File: src/rtl/uart_loopback_fifo_ctrl.sv
// uart_loopback_fifo_ctrl: ring buffer between a UART receiver and a UART
// transmitter, replayed through a trigger/busy handshake. Supports stream and
// line modes, overflow accounting, flush, and a deadlock-avoiding force drain.
// Optional build macro UART_LOOPBACK_CRLF_EN: a buffered terminator is
// preceded on the wire by a carriage return (8'h0D).
module uart_loopback_fifo_ctrl #(
  parameter int         DATA_WIDTH   = 8,
  parameter int         DEPTH        = 32,
  parameter logic [7:0] TERM_CHAR    = 8'h0A,
  parameter int         CNT_WIDTH    = 32,
  parameter int         BUSY_TIMEOUT = 4
) (
  input  logic                   clk,
  input  logic                   rst_n,
  input  logic [DATA_WIDTH-1:0]  rx_data,
  input  logic                   rx_valid,
  output logic [DATA_WIDTH-1:0]  tx_data,
  output logic                   tx_trigger,
  input  logic                   tx_busy,
  input  logic                   line_mode,
  input  logic                   flush,
  input  logic                   overflow_clr,
  output logic                   full,
  output logic                   empty,
  output logic [$clog2(DEPTH):0] fill_level,
  output logic                   overflow,
  output logic [CNT_WIDTH-1:0]   rx_count,
  output logic [CNT_WIDTH-1:0]   tx_count,
  output logic [CNT_WIDTH-1:0]   drop_count
);

  localparam int AW = $clog2(DEPTH);
  localparam int CW = AW + 1;
  localparam int TW = $clog2(BUSY_TIMEOUT + 1);
  localparam logic [DATA_WIDTH-1:0] TERM     = DATA_WIDTH'(TERM_CHAR);
  localparam logic [TW-1:0]         TMO_LAST = TW'(BUSY_TIMEOUT - 1);

  typedef enum logic [1:0] {IDLE, ISSUE, WAIT_BUSY, WAIT_DONE} state_e;

  state_e                state_q, state_d;
  logic [DATA_WIDTH-1:0] mem_q [DEPTH];
  logic [AW-1:0]         wr_ptr_q, wr_ptr_d, rd_ptr_q, rd_ptr_d;
  logic [CW-1:0]         count_q, count_d, lines_q, lines_d;
  logic                  force_drain_q, force_drain_d;
  logic                  overflow_q, overflow_d;
  logic [CNT_WIDTH-1:0]  rx_cnt_q, rx_cnt_d, tx_cnt_q, tx_cnt_d, drop_cnt_q, drop_cnt_d;
  logic [DATA_WIDTH-1:0] tx_data_q, tx_data_d;
  logic [TW-1:0]         tmo_q, tmo_d;

  logic                  push, drop, pop, go, send_cr, eligible;
  logic                  term_in, term_out;
  logic [DATA_WIDTH-1:0] head;

  assign full       = (count_q == CW'(DEPTH));
  assign empty      = (count_q == '0);
  assign fill_level = count_q;
  assign overflow   = overflow_q;
  assign rx_count   = rx_cnt_q;
  assign tx_count   = tx_cnt_q;
  assign drop_count = drop_cnt_q;
  assign tx_data    = tx_data_q;

  assign head = mem_q[rd_ptr_q];
  // full is registered, so a pop in the same cycle never makes room for a write
  assign push = rx_valid && !full && !flush;
  assign drop = rx_valid && full;
  // line_mode only matters in IDLE because eligibility is only consulted there
  assign eligible = !line_mode || (lines_q != '0) || force_drain_q;

`ifdef UART_LOOPBACK_CRLF_EN
  logic cr_sent_q, cr_sent_d;

  assign send_cr = go && (head == TERM) && !cr_sent_q;

  // Remember that the CR for the head terminator has already gone out
  always_ff @(posedge clk or negedge rst_n) begin
    if (!rst_n) cr_sent_q <= 1'b0;
    else        cr_sent_q <= cr_sent_d;
  end

  // A CR issue sets the flag, the following real pop clears it
  always_comb begin
    cr_sent_d = cr_sent_q;
    if (send_cr)  cr_sent_d = 1'b1;
    else if (pop) cr_sent_d = 1'b0;
    if (flush)    cr_sent_d = 1'b0;
  end
`else
  assign send_cr = 1'b0;
`endif

  assign pop      = go && !send_cr;
  assign term_in  = push && (rx_data == TERM);
  assign term_out = pop && (head == TERM);

  // FSM state register
  always_ff @(posedge clk or negedge rst_n) begin
    if (!rst_n) state_q <= IDLE;
    else        state_q <= state_d;
  end

  // FSM next-state logic
  always_comb begin
    state_d = state_q;
    case (state_q)
      IDLE:      if (go) state_d = ISSUE;
      ISSUE:     state_d = WAIT_BUSY;
      WAIT_BUSY: if (tx_busy) state_d = WAIT_DONE;
                 else if (tmo_q == TMO_LAST) state_d = IDLE;
      WAIT_DONE: if (!tx_busy) state_d = IDLE;
      default:   state_d = IDLE;
    endcase
  end

  // FSM outputs: the issue decision (taken in IDLE) and the trigger pulse
  always_comb begin
    go         = (state_q == IDLE) && !tx_busy && !empty && eligible && !flush;
    tx_trigger = (state_q == ISSUE);
  end

  // Busy-rise timeout counter, only runs while waiting for busy
  always_comb begin
    tmo_d = '0;
    if (state_q == WAIT_BUSY) tmo_d = tmo_q + TW'(1);
  end

  // Buffer storage; contents need no reset since count gates every read
  always_ff @(posedge clk) begin
    if (push) mem_q[wr_ptr_q] <= rx_data;
  end

  // Pointer, occupancy, line and drain bookkeeping
  always_comb begin
    wr_ptr_d = push ? wr_ptr_q + AW'(1) : wr_ptr_q;
    rd_ptr_d = pop  ? rd_ptr_q + AW'(1) : rd_ptr_q;
    count_d  = count_q;
    case ({push, pop})
      2'b10:   count_d = count_q + CW'(1);
      2'b01:   count_d = count_q - CW'(1);
      default: count_d = count_q;
    endcase
    lines_d = lines_q;
    case ({term_in, term_out})
      2'b10:   lines_d = lines_q + CW'(1);
      2'b01:   lines_d = lines_q - CW'(1);
      default: lines_d = lines_q;
    endcase
    // a full buffer with no terminator could never drain in line mode
    force_drain_d = force_drain_q;
    if (empty)                                   force_drain_d = 1'b0;
    else if (full && line_mode && lines_q == '0) force_drain_d = 1'b1;
    if (flush) begin
      wr_ptr_d      = '0;
      rd_ptr_d      = '0;
      count_d       = '0;
      lines_d       = '0;
      force_drain_d = 1'b0;
    end
  end

  // Statistics, sticky overflow (set wins over clear) and the output byte
  always_comb begin
    rx_cnt_d   = rx_cnt_q + CNT_WIDTH'(push);
    tx_cnt_d   = tx_cnt_q + CNT_WIDTH'(go);
    drop_cnt_d = drop_cnt_q + CNT_WIDTH'(drop);
    overflow_d = overflow_q;
    if (drop)              overflow_d = 1'b1;
    else if (overflow_clr) overflow_d = 1'b0;
    tx_data_d = tx_data_q;
    if (send_cr)  tx_data_d = DATA_WIDTH'(8'h0D);
    else if (pop) tx_data_d = head;
  end

  // Datapath registers
  always_ff @(posedge clk or negedge rst_n) begin
    if (!rst_n) begin
      wr_ptr_q      <= '0;
      rd_ptr_q      <= '0;
      count_q       <= '0;
      lines_q       <= '0;
      force_drain_q <= 1'b0;
      overflow_q    <= 1'b0;
      rx_cnt_q      <= '0;
      tx_cnt_q      <= '0;
      drop_cnt_q    <= '0;
      tx_data_q     <= '0;
      tmo_q         <= '0;
    end else begin
      wr_ptr_q      <= wr_ptr_d;
      rd_ptr_q      <= rd_ptr_d;
      count_q       <= count_d;
      lines_q       <= lines_d;
      force_drain_q <= force_drain_d;
      overflow_q    <= overflow_d;
      rx_cnt_q      <= rx_cnt_d;
      tx_cnt_q      <= tx_cnt_d;
      drop_cnt_q    <= drop_cnt_d;
      tx_data_q     <= tx_data_d;
      tmo_q         <= tmo_d;
    end
  end

endmodule

File: config.mk
export PLATFORM = sky130hd
export DESIGN_NAME = uart_loopback_fifo_ctrl
export DESIGN_NICKNAME = d
export VERILOG_FILES = /design/src/rtl/uart_loopback_fifo_ctrl.sv
export SDC_FILE = /design/constraint.sdc
export NUM_CORES = 1
export LEC_CHECK = 0
export ABC_CLOCK_PERIOD_IN_PS = 6000
export CORE_MARGIN = 1
export CORE_UTILIZATION = 27
export DETAILED_ROUTE_END_ITERATION = 8
export SLEW_MARGIN = 10
export SYNTH_ARGS = -nofsm -noshare
export SYNTH_HDL_FRONTEND = slang
export SYNTH_SLANG_ARGS = --single-unit
File: constraint.sdc
create_clock -name clk -period 6 [get_ports clk]
set_clock_uncertainty 0.05 [all_clocks]
set_input_delay 1.2 -clock clk [delete_from_list [all_inputs] [get_ports clk]]
set_output_delay 1.2 -clock clk [all_outputs]
set_load 0.005 [all_outputs]
======== After elaboration in Yosys (flattened, before gate mapping) ========
Memories as Yosys holds them, arrays and structs flattened.
Index checks and enable logic that the tools add are counted.
word-level totals
  register bits ........................... 133
  memory bits (writable) .................. 256
  memories kept ........................... 1
memory list
  memory  words  bits a word  rd ports  clocked after Yosys merged registers in  write ports  RTL line  RTL
  mem_q   32     8            1         0                                        1            41        logic [DATA_WIDTH-1:0] mem_q [DEPTH];
operators by class
  $add $sub $neg .......................... 10
  eq/ne operators ......................... 14
  multiplexer cells ....................... 21
  reductions and logical operators ........ 29
operator list
  operator                                             number
  adder 32 x 1 -> 32 bit                               3
  case mux 6 bit (2 select lines)                      2
  two-way mux 5 bit                                    4
  equality test 8 x 4 -> 1 bit, second input constant  2
  adder 6 x 1 -> 6 bit, second input constant          2
  zero test 6 bit                                      2
  two-way mux 6 bit                                    2
  subtractor 6 x 1 -> 6 bit, second input constant     2
  logical AND 1 bit                                    11
  adder 5 x 1 -> 5 bit, second input constant          2
  nonzero test 3 bit                                   3
  equality test 2 bit, second input constant           4
  two-way mux 2 bit                                    4
  case mux 2 bit (4 select lines)                      1
  two-way mux 1 bit                                    7
  equality test 2 x 1 -> 1 bit, second input constant  3
  equality test 6 bit, second input constant           1
  nonzero test 2 bit                                   3
  nonzero test 6 bit                                   1
  zero test 1 bit                                      5
  != test 2 bit, second input constant                 2
  adder 3 x 1 -> 3 bit, second input constant          1
  equality test 3 x 2 -> 1 bit, second input constant  1
  two-way mux 3 bit                                    1
  other kinds (4)                                      5

======== Longest topological paths before layout ========
  word-level depth ........................ 9
  depth in mapped cells ................... 19

======== Worst setup path before layout ========
Ideal clock, no wire load.
  kind .................................... input to register
  from .................................... in tx_busy
  to ...................................... reg lines_q[5]
  library setup time ...................... 0.139 ns
  arrival time ............................ 4.435 ns
  slack ................................... 1.376 ns
  stages on the path ...................... 13
  path buffers ............................ 0
  path through ............................ or3_1 or3_1 nor3_1 nand3_1 nor3_1 ha_1 a21o_1 a21oi_1 o21bai_1 a21oi_1 or3_1 mux2i_1 or4_1
between the ends
  word-level cells in the longest chain between the ends .. 9
  elaborated cells between the ends (all ways) .. 11
  those cells by class .................... eq/ne (2); mux (2); reduce/logical (7)
RTL lines
  what                                                                 RTL line  RTL
  from (decl)                                                          19        input logic tx_busy,
  zero test 1 bit (*)                                                  117       go = (state_q == IDLE) && !tx_busy && !empty && eligible && !flush;
  logical AND 1 bit (*) (4 in series)                                  117
  logical AND 1 bit (*)                                                94        assign term_out = pop && (head == TERM);
  equality test 2 x 1 -> 1 bit or equality test 2 bit (tied branches)  143       case ({term_in, term_out})
  case mux 6 bit (2 select lines)                                      143
  two-way mux 6 bit                                                    152       if (flush) begin
  to (signal assigned)                                                 192       lines_q <= lines_d;
  to (decl)                                                            43        logic [CW-1:0] count_q, count_d, lines_q, lines_d;
Mark *: on every way between the ends. The rest lies on a longest branch, timed or not.
A chain may end at the register's enable or synchronous reset.

======== Worst setup path after layout ========
  from .................................... reg rd_ptr_q[0]
  to ...................................... reg lines_q[5]
between the ends
  word-level cells in the longest chain between the ends .. 6
  elaborated cells between the ends (all ways) .. 8
  those cells by class .................... eq/ne (3); mux (2); reduce/logical (2); memory (1)
RTL lines
  what                                                                 RTL line  RTL
  from (decl)                                                          42        logic [AW-1:0] wr_ptr_q, wr_ptr_d, rd_ptr_q, rd_ptr_d;
  from (signal assigned)                                               190       rd_ptr_q <= rd_ptr_d;
  memory read (32 x 8 bit) (*)                                         n/a
  equality test 8 x 4 -> 1 bit (*)                                     94
  logical AND 1 bit (*)                                                94
  equality test 2 x 1 -> 1 bit or equality test 2 bit (tied branches)  143
  case mux 6 bit (2 select lines)                                      143
  two-way mux 6 bit                                                    152
Marks and branches as above.

==> impl_metrics.toml <==
[cells_and_area]
layout_common_cells = "edfxtp_1, dfrtp_1, clkdlybuf4s50_1"
n_fill_cell = 5619
layoutNonFillerInstCount = 2014
num_antenna_cells = 0
area_growth_pct = 22.9
nNetsFinal = 1246
final_common_cell = "edfxtp_1"
seqCellArea_um2 = 11000
layout-drive-gt1-share_pct = 12.8
multiInputGateArea_um2 = 4950
finish.utilization_pct = 33.7

[global_routing]
grt_max_degree = 91
grt_pass1_vias = 9615
antenna_found_initial = 0
grt_pass1_wl_um = 58700
grt.total_usage_pct = 12.7
grt-ovfl-total = 0

[synthesis]
async_flop_share_pct = 34.2
seq_area_frac_synth_pct = 68.0
synth_edf_count = 256
synth_flop_cell = "edfxtp_1"
synth_mux_area_share_pct = 10.4
syn_area_um2 = 16200
synth_xor_area_share_pct = 5.73
synth_top_family_by_area = "multiplexers"
postSynthNetCount = 1079
synth_cell_types = 52
synth_seq_cells = 389
syn-instance-count = 1041
ys_warn_count = 0
synth.avg_cell_area_um2 = 15.6
yosys.area_share.simple_pct = 9.50
synth-compound-area-share_pct = 2.99
synth_fa_ha_area_share_pct = 1.87

[place]
port_buffers = 128
place_inst = 1936
place_congestion = 0.878
hpwlAfterDp_um = 25600

[critical_path]
path_delay_family = "simple AND/OR/NAND/NOR gates"
end_kind = "flop"
ff2ff_path_depth = 15
setup.worst_path.start_class = "flop"
path_max_fanout = 28
max_stage_delay_ns = 0.63
critPathSlowestCell = "dfrtp_4"
criticalPathCategory = "reg2reg"
cp.required_ns = 6.38
rr_startpoint = "rd_ptr_q[0]"
crit_chain = "buf_12 > mux4_2 > mux4_2 > mux2_2 > nor2_4 > nand3_1 > nor3_1 > ha_1 > a21o_1 > a21oi_1 > o21bai_1 > a21oi_1 > or3_1 > mux2i_1 > or4_1"
worst-path-stages = 15
cp.buffers_inverters = 1
worst_r2r_endpoint = "lines_q[5]"
worstPathArrival_ns = 5.59
r2r_slack_ns = 0.79

[drt]
ant_nets = 0
wl_per_cell_um = 18.9
routed_via_density = 4.74
drtIter0Drc = 838
first_pass_iters = 7
drc = 42
finalWirelength_um = 38100
vias = 9550

[clocking]
cts_root_buf = "clkbuf_16"
clkTransAtPathRegs_ns = 0.06
cts_hold_buf = 0
numCtsBuffers = 43
h-tree-depth = 2
postCtsSetupBuffers = 0
clock-sinks = 389
cts_buffer_depth = 3
insertion_delay_ns = 0.58
ctsResizeCount = 0
tritoncts = "built"

[min_path]
worstHoldStart = "tmo_q[0]"
hold-path-cell-count = 1
min_to = "tmo_q[0]"
hold_class = "reg2reg"

[die]
core-area_um2 = 59100
die_w_um = 247
die_h_um = 247
die-area_um2 = 61000
initial_core_util_pct = 27.4
ioPinCount = 129
num_rows = 89

[timing]
rsz0062_at_grt = "no"
period_needed_ns = 5.21
finalSetupViolCount = 0
finalCritPeriodShare_pct = 86.9
slew-limit-headroom_pct = 15.7
worstMarginPinSlew_ns = 1.25
fmax_ghz = 0.192
slew_violations = 0
tns_ns = 0
hold_violations = 0

[status]
status = "complete, but fails checks"
violations = "DRC"

[run]
drv_cap = 0

[power]
p_per_area_nw_per_um2 = 315
irDropWorstVdd_mv = 0.181
p_leak_nw = 7.16
total_power_w = 0.00627
-- cells by family after synthesis --
logic type	Yosys count
muxes	97
AOI/OAI and AO/OA	69
buffers and inverters	49
DFF	389
adders and majority gates	23
and+or+nand+nor	308
xor gates and xnor gates	106
-- per-stage QoR --
| step | hold slack, ns | setup WS (ns) | instance area [um^2] |
|---|---|---|---|
| 2_1_floorplan | 0.360 | 1.38 | 16200 |
| 3_3_place_gp | 0.370 | 0.638 | 18500 |
| 3_5_place_dp | 0.386 | 0.555 | 18500 |
| 4_1_cts | 0.394 | 0.773 | 19900 |
| 6_report | 0.388 | 0.789 | 19900 |
| 5_1_grt | 0.416 | 0.480 | 19900 |
-- area by class of cell --
class / count / share of cell area, %
sequential: 389 / 55.3
multi-input combinational: 603 / 24.8
timing repair buffer: 156 / 7.62
clock buffer: 60 / 5.82
tap: 773 / 4.85
clock inverter: 18 / 1.29
inverter: 15 / 0.283
-- registers in the layout (all words and copies together) (netlist names) --
register       flops
state_q            2
tx_data            8
wr_ptr_q           5
mem_q            256
tmo_q              3
fill_level         6
rd_ptr_q           5
drop_count        32
lines_q            6
tx_count          32
rx_count          32
overflow           1
force_drain_q      1
-- Yosys cell counts, drive strengths merged (6+ instances only) --
library cell  number  area share [%]
nor2              89             2.1
clkbuf            17            0.39
nand3             44             1.4
nor2b              6            0.23
o21ai              8            0.25
nor3              20            0.62
and3              24            0.93
a21oi             13            0.40
ha                21             1.6
a211o              6            0.32
o221ai             6            0.32
a21o               6            0.28
mux2i             35             2.2
buf               17            0.79
dfrtp            133              21
xnor2             76             4.1
and4              10            0.54
inv               15            0.35
nand2             60             1.4
nand4             27             1.0
xor2              30             1.6
edfxtp           256              47
mux4              57             7.9
o22ai             10            0.39
-- worst max-delay path by stage --
stage                 from         end  slack (ns)
2_1_floorplan      tx_busy  lines_q[5]        1.38
3_3_place_gp       tx_busy  lines_q[5]        0.64
3_5_place_dp       tx_busy  lines_q[5]        0.55
4_1_cts        rd_ptr_q[0]  lines_q[5]        0.77
5_1_grt        rd_ptr_q[0]  lines_q[5]        0.48
6_report       rd_ptr_q[0]  lines_q[5]        0.79
-- where the power goes --
group / internal (W) / switching (W) / leakage (nW)
clock network: 0.00158 / 0.00107 / 0.682
logic: 0.000292 / 0.000285 / 2.36
registers: 0.00296 / 0.0000926 / 4.12
total: 0.00483 / 0.00144 / 7.16
-- worst register-to-register path: cells and delay by family, from the launching register on --
kind / cells / cell delay [ns]
adders and majority gates: 1 / 0.35
buffers and inverters: 1 / 0.31
AOI/OAI and AO/OA: 4 / 0.73
and+or+nand+nor: 5 / 1.54
DFF: 1 / 0.63
muxes: 4 / 1.48
-- layer usage --
layer	routed length (um)	global-route usage, %	up-vias	share of wire, %
li1	-	-	4274	-
met1	17200	17.5	4924	45
met2	17700	20.1	294	46
met3	2530	2.67	58	6.6
met4	748	3.36	0	2.0
met5	0	0	-	0
Power figures use the tool's default switching activity.
